===== config.mk =====
export PLATFORM = sky130hd
export DESIGN_NAME = lcd_timing_gen
export DESIGN_NICKNAME = d
export VERILOG_FILES = /design/src/rtl/lcd_timing_gen.sv
export SDC_FILE = /design/constraint.sdc
export NUM_CORES = 1
export LEC_CHECK = 0
export BUFFER_PORTS_ARGS = -buffer_cell sky130_fd_sc_hd__buf_4
export CORE_MARGIN = 2
export CORE_UTILIZATION = 35
export CTS_CLUSTER_SIZE = 10
export DETAILED_ROUTE_END_ITERATION = 10
export PLACE_DENSITY = 0.67
export SETUP_SLACK_MARGIN = 0.2
export SKIP_CTS_REPAIR_TIMING = 1
export SLEW_MARGIN = 5
export SYNTH_ARGS = -nofsm -noshare
export SYNTH_HDL_FRONTEND = slang
export SYNTH_SLANG_ARGS = --single-unit

===== constraint.sdc =====
create_clock -name pclk -period 2.3 [get_ports pclk]
set_clock_uncertainty 0.2 [all_clocks]
set_input_delay 0.46 -clock pclk [delete_from_list [all_inputs] [get_ports pclk]]
set_output_delay 0.46 -clock pclk [all_outputs]
set_load 0.05 [all_outputs]

===== src/rtl/lcd_timing_gen.sv =====
// Raster timing generator for the LCD panel and the pclk side of the video buffer.
// A frame-granular IDLE/RUN machine walks h/v counters; outputs pass through a matched delay pipeline.
module lcd_timing_gen #(
   parameter int H_ACTIVE   = 800,
   parameter int H_FP       = 40,
   parameter int H_SYNC     = 48,
   parameter int H_BP       = 88,
   parameter int V_ACTIVE   = 480,
   parameter int V_FP       = 13,
   parameter int V_SYNC     = 3,
   parameter int V_BP       = 32,
   parameter int PIPE_DELAY = 0
) (
   input  logic        pclk,
   input  logic        rst,
   input  logic        en,
   output logic        de,
   output logic        hsync,
   output logic        vsync,
   output logic        frame_start,
   output logic [10:0] pixel_x,
   output logic [10:0] pixel_y,
   output logic        running
);

   localparam int H_TOTAL = H_ACTIVE + H_FP + H_SYNC + H_BP;
   localparam int V_TOTAL = V_ACTIVE + V_FP + V_SYNC + V_BP;

   if (H_TOTAL > 2048 || V_TOTAL > 2048) begin : g_bad_total
      $error("lcd_timing_gen: H_TOTAL and V_TOTAL must not exceed 2048");
   end
   if (PIPE_DELAY < 0 || PIPE_DELAY > 4) begin : g_bad_delay
      $error("lcd_timing_gen: PIPE_DELAY must be within 0..4");
   end

   localparam logic [10:0] H_LAST   = 11'(H_TOTAL - 1);
   localparam logic [10:0] V_LAST   = 11'(V_TOTAL - 1);
   localparam logic [11:0] H_ACT_W  = 12'(H_ACTIVE);
   localparam logic [11:0] V_ACT_W  = 12'(V_ACTIVE);
   localparam logic [11:0] HS_START = 12'(H_ACTIVE + H_FP);
   localparam logic [11:0] HS_END   = 12'(H_ACTIVE + H_FP + H_SYNC);
   localparam logic [11:0] VS_START = 12'(V_ACTIVE + V_FP);
   localparam logic [11:0] VS_END   = 12'(V_ACTIVE + V_FP + V_SYNC);

   typedef enum logic {IDLE, RUN} state_t;

   typedef struct packed {
      logic        de;
      logic        hs;
      logic        vs;
      logic        fs;
      logic [10:0] x;
      logic [10:0] y;
   } raster_t;

   localparam raster_t IDLE_OUT = '{de: 1'b0, hs: 1'b1, vs: 1'b1, fs: 1'b0, x: 11'd0, y: 11'd0};

   state_t      state;
   logic [10:0] h;
   logic [10:0] v;
   raster_t     raw;
   raster_t     pipe [0:PIPE_DELAY];
   logic [11:0] h_ext;
   logic [11:0] v_ext;

   // en only matters in IDLE or on the very last clock of a frame, so frames are never cut short
   always_ff @(posedge pclk or negedge rst) begin
      if (!rst) begin
         state <= IDLE;
         h     <= 11'd0;
         v     <= 11'd0;
      end else begin
         case (state)
            IDLE: begin
               h <= 11'd0;
               v <= 11'd0;
               if (en) state <= RUN;
            end
            RUN: begin
               if (h == H_LAST) begin
                  h <= 11'd0;
                  if (v == V_LAST) begin
                     v <= 11'd0;
                     if (!en) state <= IDLE;
                  end else begin
                     v <= v + 11'd1;
                  end
               end else begin
                  h <= h + 11'd1;
               end
            end
            default: state <= IDLE;
         endcase
      end
   end

   assign h_ext = {1'b0, h};
   assign v_ext = {1'b0, v};

   always_comb begin
      raw = IDLE_OUT;
      if (state == RUN) begin
         raw.de = (h_ext < H_ACT_W) && (v_ext < V_ACT_W);
         raw.hs = !((h_ext >= HS_START) && (h_ext < HS_END));
         raw.vs = !((v_ext >= VS_START) && (v_ext < VS_END));
         raw.fs = (h == 11'd0) && (v == 11'd0);
         raw.x  = h;
         raw.y  = v;
      end
   end

   // Stage 0 is the mandatory output register; the rest absorb downstream memory/LUT latency
   always_ff @(posedge pclk or negedge rst) begin
      if (!rst) begin
         for (int i = 0; i <= PIPE_DELAY; i++) pipe[i] <= IDLE_OUT;
      end else begin
         pipe[0] <= raw;
         for (int i = 1; i <= PIPE_DELAY; i++) pipe[i] <= pipe[i-1];
      end
   end

   assign de          = pipe[PIPE_DELAY].de;
   assign hsync       = pipe[PIPE_DELAY].hs;
   assign vsync       = pipe[PIPE_DELAY].vs;
   assign frame_start = pipe[PIPE_DELAY].fs;
   assign pixel_x     = pipe[PIPE_DELAY].x;
   assign pixel_y     = pipe[PIPE_DELAY].y;
   assign running     = (state == RUN);

endmodule

==> results.yml, run 1 <==
clock_network:
  clk_pin_slew_ns: 0.09
  cts_tree: "yes"
  cts_htree_levels: 2
  clock_sinks: 49
  cts-root-buf: "clkbuf_8"
  worstSkewPairLatency_ns: 0.30
  cts_buffers: 5
  clock_tree.buffer_depth: 2
critical_path:
  crit_arrival_ns: 2.20
  cp-start-kind: "flip-flop"
  worst_setup_path_end_kind: "flip-flop"
  critical_path_required_ns: 2.34
  timing.critical_path.fanout_max: 7
  cell_repeated_most_along_the_worst_path: "or3_4"
  timing_worst_setup_path_type: "reg -> reg"
  cp_max_delay_cell: "or4_4"
  slowest_delay_ns: 0.49
  critical_path.n_buffers_inverters: 0
  path_cells: "or3_4 > or3_4 > or4_4 > a21oi_2"
  path_delay_family: "simple AND/OR/NAND/NOR gates"
pwr:
  p_total_mw: 1.38
  power_report.internal_total_mw: 1.08
  cellPowerDensity_nw_per_um2: 514
  cellLeakagePower_nw: 1.19
  netSwitchingFraction_pct: 21.7
  vdd_drop_max_uv: 262
  seqPwrFrac_pct: 62.5
  power.switching_mw: 0.299
  share_comb_of_total_power_pct: 1.3
  clkPwrFrac_pct: 36.2
timing:
  timing.final.setup_violations: 0
  min_period_over_period_pct: 93.9
  unrepaired_setup_endpoints_after_global_routing: "true"
  finalMaxSlewViolations: 0
  timing.hold.ws_ns: -0.0499
  max_freq_mhz: 463
  timing.setup.tns_ns: 0
  post-route-min-period_ns: 2.16
  finalHoldViolCount: 47
  worst_pin_slew_ns: 0.647
  max-slew-margin-rel_pct: 56.5
global_routing:
  first_global_vias: 1527
  grt_first_pass_wirelength_um: 7460
  grt_antenna_before_repair: 0
  grt-ovfl-total: 0
  grt_start_max_net_pins: 50
  grt_util_all_layers_pct: 14.6
flow_run:
  cap_viol_max_count: 0
status:
  failed_checks: "negative hold slack"
  run_status: "finished, violations left"
placed_design:
  finalWeightedCongestion: 0.830
  portBuffers: 29
  hpwlAfterDp_um: 3100
finish:
  design.final.nets: 252
  antenna-diode-count: 0
  final_layout_size_suffix_gt1_share_pct: 28.6
  area.growth.synth_to_final_pct: 24.0
  n_fill_cell: 571
logic_synthesis:
  synth.top_cell.area_share_pct: 54.4
  synthTopCellsByArea: "dfrtp_1 (54%), and2_1 (6.9%), ha_1 (2.9%)"
  synth_largest_area_cell: "dfrtp_1"
  synth.avg_cell_area_um2: 10.7
  ys_async_sr_fraction_pct: 100
  mappedNetlistNets: 210
  post_synth_num_cell_types: 39
  count_of_flip_flops_with_a_built_in_enable_after_synthesis: 0
  ys.warnings.count: 0
  synthesis.area_um2: 2160
  synth-seq-area-share_pct: 56.9
  synth_seq_cells: 49
  yosys_most_used_dff: "dfrtp_1"
  synthCells: 202
route:
  dr.pass1.iters: 4
  antenna_violating_nets_post_route: 0
  drt-vias-per-instance: 5.18
  drc_errors: 0
  routed-wl-met2_um: 2160
  route.vias.total: 1658
  dr.first_iter.drc_count: 171
  dr.max_layer_used: "met4"
  wl_met3_um: 263
  wl_per_cell_um: 14.7
  wl_met1_um: 2160
  route.final.wire_length_um: 4690
floorplanning:
  die_w_um: 82.6
  die_area_um2: 6820
  rows: 28
  num_io_pins: 30
  die-height_um: 82.6
  initial_utilization_pct: 36.3
  core_um2: 5960
min_path:
  min_path_type: "in -> async"
[layout by cell type (no fill, tap or decap), types with 6 or more instances in the layout]
cell and instances:
xnor2_1 6, nor3_1 11, or3_1 6, nand2_1 8, buf_4 44, inv_1 7
nand3_1 8, o21ai_0 7, and2_1 24, nor2_1 13, dfrtp_1 45
[stage by stage]
| stage | hold WS, ns | area, µm² | setup WS (ns) | cells | util, % |
|---|---|---|---|---|---|
| floorplan | -0.0356 | 2170 | 0.185 | 202 | - |
| finish | -0.0499 | 2680 | 0.139 | 320 | 45.0 |
| CTS | -0.0126 | 2610 | 0.0515 | 316 | 43.8 |
| detailed placement | 0.311 | 2520 | 0.0761 | 308 | 42.3 |
| global route | 0.00735 | 2680 | 0.0605 | 320 | 45.0 |
| global placement | 0.283 | 2520 | 0.123 | 308 | 42.3 |
[sequential cells by signal (all words and copies together) (netlist names)]
register / cells
pixel_y: 11
v: 11
frame_start: 1
pixel_x: 11
running: 1
vsync: 1
hsync: 1
h: 11
de: 1
[power groups by stage]
stage,clock network [mW],logic (mW),registers [mW]
CTS,0.510,0.0199,0.861
floorplan,0,0.000251,0.878
detailed placement,0,0.0199,0.878
global route,0.548,0.0221,0.861
global placement,0,0.0197,0.878
finish,0.498,0.0180,0.861
[worst paths after layout]
kind | startpoint | end | slack, ns | depth (start not counted)
hold reg to reg | h[0] | h[0] | 0.32 | 1
hold / removal | rst | v[5] | -0.05 | 1
min in group pclk | en | running | 0.15 | 2
max in group asynchronous | rst | h[5] | 1.49 | 1
setup / recovery | h[5] | v[8] | 0.14 | 4
setup reg to reg | h[5] | v[8] | 0.14 | 4
[cell usage after synthesis (4+ instances only)]
cell type / instances
a21oi_1: 5
and2_1: 24
buf_2: 4
clkbuf_1: 4
dfrtp_1: 47
ha_1: 5
inv_1: 7
nand2_1: 8
nand3_1: 9
nand4_1: 5
nor2_1: 13
nor3_1: 11
nor4_1: 4
o21ai_0: 7
or3_1: 7
xnor2_1: 6
[cell families after synthesis]
logic type / synth area share [%]
xor gates and xnor gates: 3.65
AOI/OAI and AO/OA: 7.47
buffers and inverters: 3.07
muxes: 0.463
adders and majority gates: 2.90
and+or+nand+nor: 25.6
DFF: 56.9
[area by class of cell]
type / instances / area [µm²] / area share (%)
tap: 75 / 93.8 / 3.50
clock buffer: 6 / 72.6 / 2.71
timing repair buffer: 44 / 330 / 12.3
inverter: 7 / 26.3 / 0.980
clock inverter: 2 / 15.0 / 0.560
multi-input combinational: 137 / 911 / 34.0
sequential: 49 / 1230 / 45.9
[routing by layer]
metal | global-route usage, % | up-vias
met5 | 0 | -
met4 | 6.39 | 0
met3 | 3.48 | 10
met2 | 22.3 | 66
met1 | 19.7 | 799
li1 | - | 783
No activity file was read; power rests on OpenSTA's default activity.
==> run 2, diff against run 1 <==
--- a/config.mk
+++ b/config.mk
@@ -11,7 +11,6 @@
 export CTS_CLUSTER_SIZE = 10
 export DETAILED_ROUTE_END_ITERATION = 10
 export PLACE_DENSITY = 0.67
-export SETUP_SLACK_MARGIN = 0.2
 export SKIP_CTS_REPAIR_TIMING = 1
 export SLEW_MARGIN = 5
 export SYNTH_ARGS = -nofsm -noshare
==> run 2 against run 1 <==
The run now ends clean. Maximum frequency down 2.0%. Register-to-register slack worse by 0.04 ns. Sequential share of layout area up 0.96 points. Global-route usage down 0.23 points. Non-clock buffer count down 3. Via count down 1.3%. Count of clock-buffer cells in the layout down 1. Die area unchanged.
==> results.yml, run 2 (synthesis results as in run 1) <==
status:
  run_status: "finished clean"
global_routing:
  grt_util_all_layers_pct: 14.4
  grt.busiest_layer: "met2"
  grt_first_pass_wirelength_um: 7360
  grt_start_max_net_pins: 50
  global_route.usage.met1_pct: 19.9
  groute.layer.met2.usage_pct: 21.0
  grt-ovfl-total: 0
  gr_layer_usage_met3_pct: 3.59
  grt_antenna_before_repair: 0
  first_global_vias: 1506
critical_path:
  path_cells: "ha_1 > nand3_1 > or3_4 > or4_4 > a21oi_2"
  critical_path_required_ns: 2.34
  path_delay_family: "simple AND/OR/NAND/NOR gates"
  worst_setup_path_end_kind: "flip-flop"
  critical_path.n_buffers_inverters: 0
  crit_arrival_ns: 2.25
  cp-start-kind: "flip-flop"
  timing_worst_setup_path_type: "reg -> reg"
  cp_max_delay_cell: "or4_4"
  timing.critical_path.fanout_max: 7
  slowest_delay_ns: 0.49
route:
  antenna_violating_nets_post_route: 0
  route.final.wire_length_um: 4440
  dr.pass1.iters: 4
  dr.first_iter.drc_count: 120
  route.vias.total: 1637
  wl_per_cell_um: 14.0
  drt-vias-per-instance: 5.16
  drc_errors: 0
timing:
  timing.setup.tns_ns: 0
  max_freq_mhz: 454
  min_period_over_period_pct: 95.9
  max-slew-margin-rel_pct: 60.5
  finalHoldViolCount: 0
  worst_pin_slew_ns: 0.593
  timing.final.setup_violations: 0
  finalMaxSlewViolations: 0
  unrepaired_setup_endpoints_after_global_routing: "false"
  post-route-min-period_ns: 2.20
pwr:
  netSwitchingFraction_pct: 23.0
  power_report.internal_total_mw: 1.08
  clkPwrFrac_pct: 37.3
  power.switching_mw: 0.322
  vdd_drop_max_uv: 252
  cellPowerDensity_nw_per_um2: 535
  share_comb_of_total_power_pct: 1.4
  seqPwrFrac_pct: 61.4
  cellLeakagePower_nw: 1.18
finish:
  area.growth.synth_to_final_pct: 21.3
  layout.cells.most_common_list: "dfrtp_1 (47), buf_4 (40), and2_1 (24)"
  final_layout_size_suffix_gt1_share_pct: 23.6
  mostFrequentLayoutCell: "dfrtp_1"
  final_util_pct: 44.0
  n_fill_cell: 567
  area.sequential_um2: 1230
  antenna-diode-count: 0
  area_of_the_multi_input_gates_um2: 871
  fin_cells: 317
  design.final.nets: 249
clock_network:
  cts_tree: "yes"
  clock_sinks: 49
  cts-root-buf: "clkbuf_8"
  clock_tree.buffer_depth: 2
  worstSkewPairLatency_ns: 0.31
  clk_pin_slew_ns: 0.10
  cts_htree_levels: 2
  cts_buffers: 5
placed_design:
  finalWeightedCongestion: 0.936
  place.detailed.instances: 308
  hpwlAfterDp_um: 3100
  portBuffers: 29
floorplanning:
  num_io_pins: 30
  core_um2: 5960
  initial_utilization_pct: 36.3
  die_w_um: 82.6
  die-height_um: 82.6
  rows: 28
  die_area_um2: 6820
min_path:
  min_path_type: "in -> reg"
flow_run:
  cap_viol_max_count: 0
## run 2: cell types whose count changed in the layout (fill, tap and decap cells not counted), sizes merged
cell and delta:
buf -4, clkbuf -1, clkinv +1, clkinvlp -1, dlygate4sd3 +1, inv +1
## run 2: worst paths after layout
path                       startpoint      end  slack, ns  cells past startpoint
setup / recovery                 h[0]     v[8]        0.1                      5
hold / removal                     en  running       0.13                      2
setup reg to reg                 h[0]     v[8]        0.1                      5
hold reg to reg                  h[0]     h[0]       0.33                      1
max in group asynchronous         rst     v[3]       1.01                      2
min in group asynchronous         rst     v[5]       0.49                      2
## run 2: power groups by stage
stage | combinational [mW] | clock [mW] | sequential, mW
finish | 0.0192 | 0.523 | 0.861
global route | 0.0233 | 0.566 | 0.861
CTS | 0.0196 | 0.530 | 0.861
detailed placement | 0.0196 | 0 | 0.878
global placement | 0.0194 | 0 | 0.878
floorplan | 0.000251 | 0 | 0.878
## run 2: per-layer routing
layer | vias up | wire (µm)
met5 | - | 0
met3 | 18 | 216
met4 | 0 | 133
met2 | 65 | 1920
li1 | 782 | -
met1 | 772 | 2160
## run 2: metrics by stage
| step | worst slack [ns] | total power, mW | hold slack, ns | area [µm²] |
|---|---|---|---|---|
| detailed placement | 0.0818 | 0.897 | 0.301 | 2510 |
| finish | 0.0954 | 1.40 | 0.132 | 2620 |
| CTS | 0.0402 | 1.41 | -0.0245 | 2610 |
| floorplan | 0.152 | 0.878 | -0.0356 | 2160 |
| global placement | 0.132 | 0.897 | 0.283 | 2510 |
| global route | 0.0262 | 1.45 | 0.142 | 2620 |
## run 2: layout make-up
cell class | count | area share (%)
tap | 75 | 3.58
clock inverter | 3 | 0.812
multi-input combinational | 137 | 33.2
inverter | 7 | 1.00
sequential | 49 | 46.9
clock buffer | 5 | 2.63
timing repair buffer | 41 | 11.8
## run 2: worst register-to-register path, delay by kind of cell (launching register included)
kind                     cells  cell delay (ns)
flip-flops                   1             0.43
AND/OR/NAND/NOR              3             1.13
adder cells (fa/ha/maj)      1             0.24
AO/OA/AOI/OAI                1             0.14
==> run 3, diff against run 2 <==
--- a/config.mk
+++ b/config.mk
@@ -5,12 +5,15 @@
 export SDC_FILE = /design/constraint.sdc
 export NUM_CORES = 1
 export LEC_CHECK = 0
+export ABC_AREA = 1
 export BUFFER_PORTS_ARGS = -buffer_cell sky130_fd_sc_hd__buf_4
 export CORE_MARGIN = 2
 export CORE_UTILIZATION = 35
 export CTS_CLUSTER_SIZE = 10
 export DETAILED_ROUTE_END_ITERATION = 10
 export PLACE_DENSITY = 0.67
+export REMOVE_ABC_BUFFERS = 1
+export SETUP_SLACK_MARGIN = 0.15
 export SKIP_CTS_REPAIR_TIMING = 1
 export SLEW_MARGIN = 5
 export SYNTH_ARGS = -nofsm -noshare
==> run 3 against run 2 <==
The flow now finishes with violations (negative hold slack). Global-route usage is 1.7 points lower. Sequential cell count stayed put. Routed wire length is 2.5% lower. Clock power is 22% higher. Largest cell class unchanged.
==> results.yml, run 3 <==
floorplanning:
  rows: 29
  num_io_pins: 30
  die_w_um: 84.9
  initial_utilization_pct: 36.1
  core_um2: 6350
  die-height_um: 84.9
  die_area_um2: 7210
timing:
  finalHoldViolCount: 47
  unrepaired_setup_endpoints_after_global_routing: "false"
  finalMaxSlewViolations: 0
  timing.hold.ws_ns: -0.0400
  worst_pin_slew_ns: 0.597
  timing.final.setup_violations: 0
  min_period_over_period_pct: 82.5
  max_freq_mhz: 527
  post-route-min-period_ns: 1.90
  max-slew-margin-rel_pct: 60.2
  setup_ws_ns: 0.403
  timing.setup.tns_ns: 0
global_routing:
  grt_first_pass_wirelength_um: 7430
  first_global_vias: 1598
  grt_antenna_before_repair: 0
  grt-ovfl-total: 0
  grt_util_all_layers_pct: 12.7
  grt_start_max_net_pins: 50
clock_network:
  cts-root-buf: "clkbuf_8"
  clock_sinks: 49
  cts_buffers: 5
  cts_htree_levels: 2
  clk_pin_slew_ns: 0.09
  worstSkewPairLatency_ns: 0.31
  cts_tree: "yes"
  clock_tree.buffer_depth: 2
critical_path:
  worst_setup_path_end_kind: "output pin"
  timing_worst_setup_path_type: "reg -> out"
  rr_worst_depth: 7
  cp-start-kind: "flip-flop"
  critical_path_cell_count: 1
  path_cells: "buf_4"
  slowest_delay_ns: 0.64
  path_delay_family: "flip-flops"
  critical_path.n_buffers_inverters: 1
  crit_arrival_ns: 1.24
  timing.critical_path.fanout_max: 12
  critical_path_required_ns: 1.64
  cp_max_delay_cell: "dfrtp_1"
logic_synthesis:
  synth.top_cells.by_count: "nand2_1 (71), inv_1 (48), dfrtp_1 (47)"
  synth-seq-area-share_pct: 53.6
  synthMostInstantiatedCell: "nand2_1"
  synthTopCellsByArea: "dfrtp_1 (51%), nand2_1 (12%), inv_1 (7.9%)"
  synth.avg_cell_area_um2: 8.34
  ys.warnings.count: 0
  synthesis.area_um2: 2290
  synth_largest_area_cell: "dfrtp_1"
  ys_async_sr_fraction_pct: 100
  count_of_flip_flops_with_a_built_in_enable_after_synthesis: 0
  synthCells: 275
  synth_seq_cells: 49
  post_synth_num_cell_types: 32
  yosys_most_used_dff: "dfrtp_1"
  synth.top_cell.area_share_pct: 51.3
flow_run:
  cap_viol_max_count: 0
finish:
  design.final.nets: 311
  mostFrequentLayoutCell: "nand2_1"
  layout.cells.most_common_list: "nand2_1 (71), inv_1 (48), dfrtp_1 (47)"
  antenna-diode-count: 0
  area.growth.synth_to_final_pct: 17.0
  final_layout_size_suffix_gt1_share_pct: 17.4
  n_fill_cell: 642
route:
  wl_per_cell_um: 11.4
  dr.pass1.iters: 4
  drc_errors: 0
  route.final.wire_length_um: 4330
  drt-vias-per-instance: 4.58
  dr.first_iter.drc_count: 99
  antenna_violating_nets_post_route: 0
  route.vias.total: 1744
placed_design:
  placement.setup.worst_slack_ns: 0.590
  finalWeightedCongestion: 0.850
  portBuffers: 29
  hpwlAfterDp_um: 3110
pwr:
  cellPowerDensity_nw_per_um2: 883
  vdd_drop_max_uv: 603
  cellLeakagePower_nw: 1.49
status:
  run_status: "finished, violations left"
  failed_checks: "negative hold slack"
min_path:
  min_path_type: "in -> async"
[run 3: report_power, final]
group          internal [mW]  switching (mW)  total (mW)
registers              0.989           0.124        1.11
logic                  0.191           0.424       0.615
clock network          0.354           0.286       0.640
[run 3: area by class of cell]
class                   instances  area, µm²  share of cell area (%)
clock buffers                   6       82.6                    3.08
clock inverters                 2       37.5                    1.40
inverters                      49        186                    6.95
multi-input cells             167        818                    30.5
flip-flops and latches         49       1230                    45.8
well taps                      77       96.3                    3.59
repair buffers                 31        233                    8.68
[run 3: kinds of logic (layout without fill, tap and decap cells)]
kind of cell | count (synthesis) | in the layout | share of synthesized area, %
DFF | 49 | 49 | 53.6
adders and majority gates | 5 | 5 | 2.73
and+or+nand+nor | 139 | 139 | 26.3
buffers and inverters | 59 | 88 | 10.7
AOI/OAI and AO/OA | 18 | 18 | 4.80
xor gates and xnor gates | 5 | 5 | 1.91
[run 3: per-stage QoR]
step           hold slack [ns]  util [%]  cells  power [mW]  area, µm²
2_1_floorplan          -0.0356         -    265        1.55       2230
3_3_place_gp             0.276      40.4    373        1.74       2560
3_5_place_dp             0.285      40.4    373        1.75       2560
4_1_cts                -0.0206      42.2    381        2.39       2680
5_1_grt                0.00184      42.2    381        2.49       2680
6_report               -0.0400      42.2    381        2.37       2680
[run 3: metal layers]
layer / up-vias / track usage, % / wire length, µm
li1: 896 / - / -
met1: 804 / 17.4 / 2120
met2: 40 / 20.3 / 1950
met3: 4 / 3.40 / 219
met4: 0 / 2.74 / 38
met5: - / 0 / 0
[run 3: final timing paths]
path	startpoint	endpoint	slack [ns]
min in group pclk	en	running	0.15
max in group asynchronous	rst	h[9]	1.54
max reg2reg	h[0]	running	0.59
min reg2reg	h[5]	pixel_x[5]	0.30
min	rst	v[1]	-0.04
max	running	running	0.40
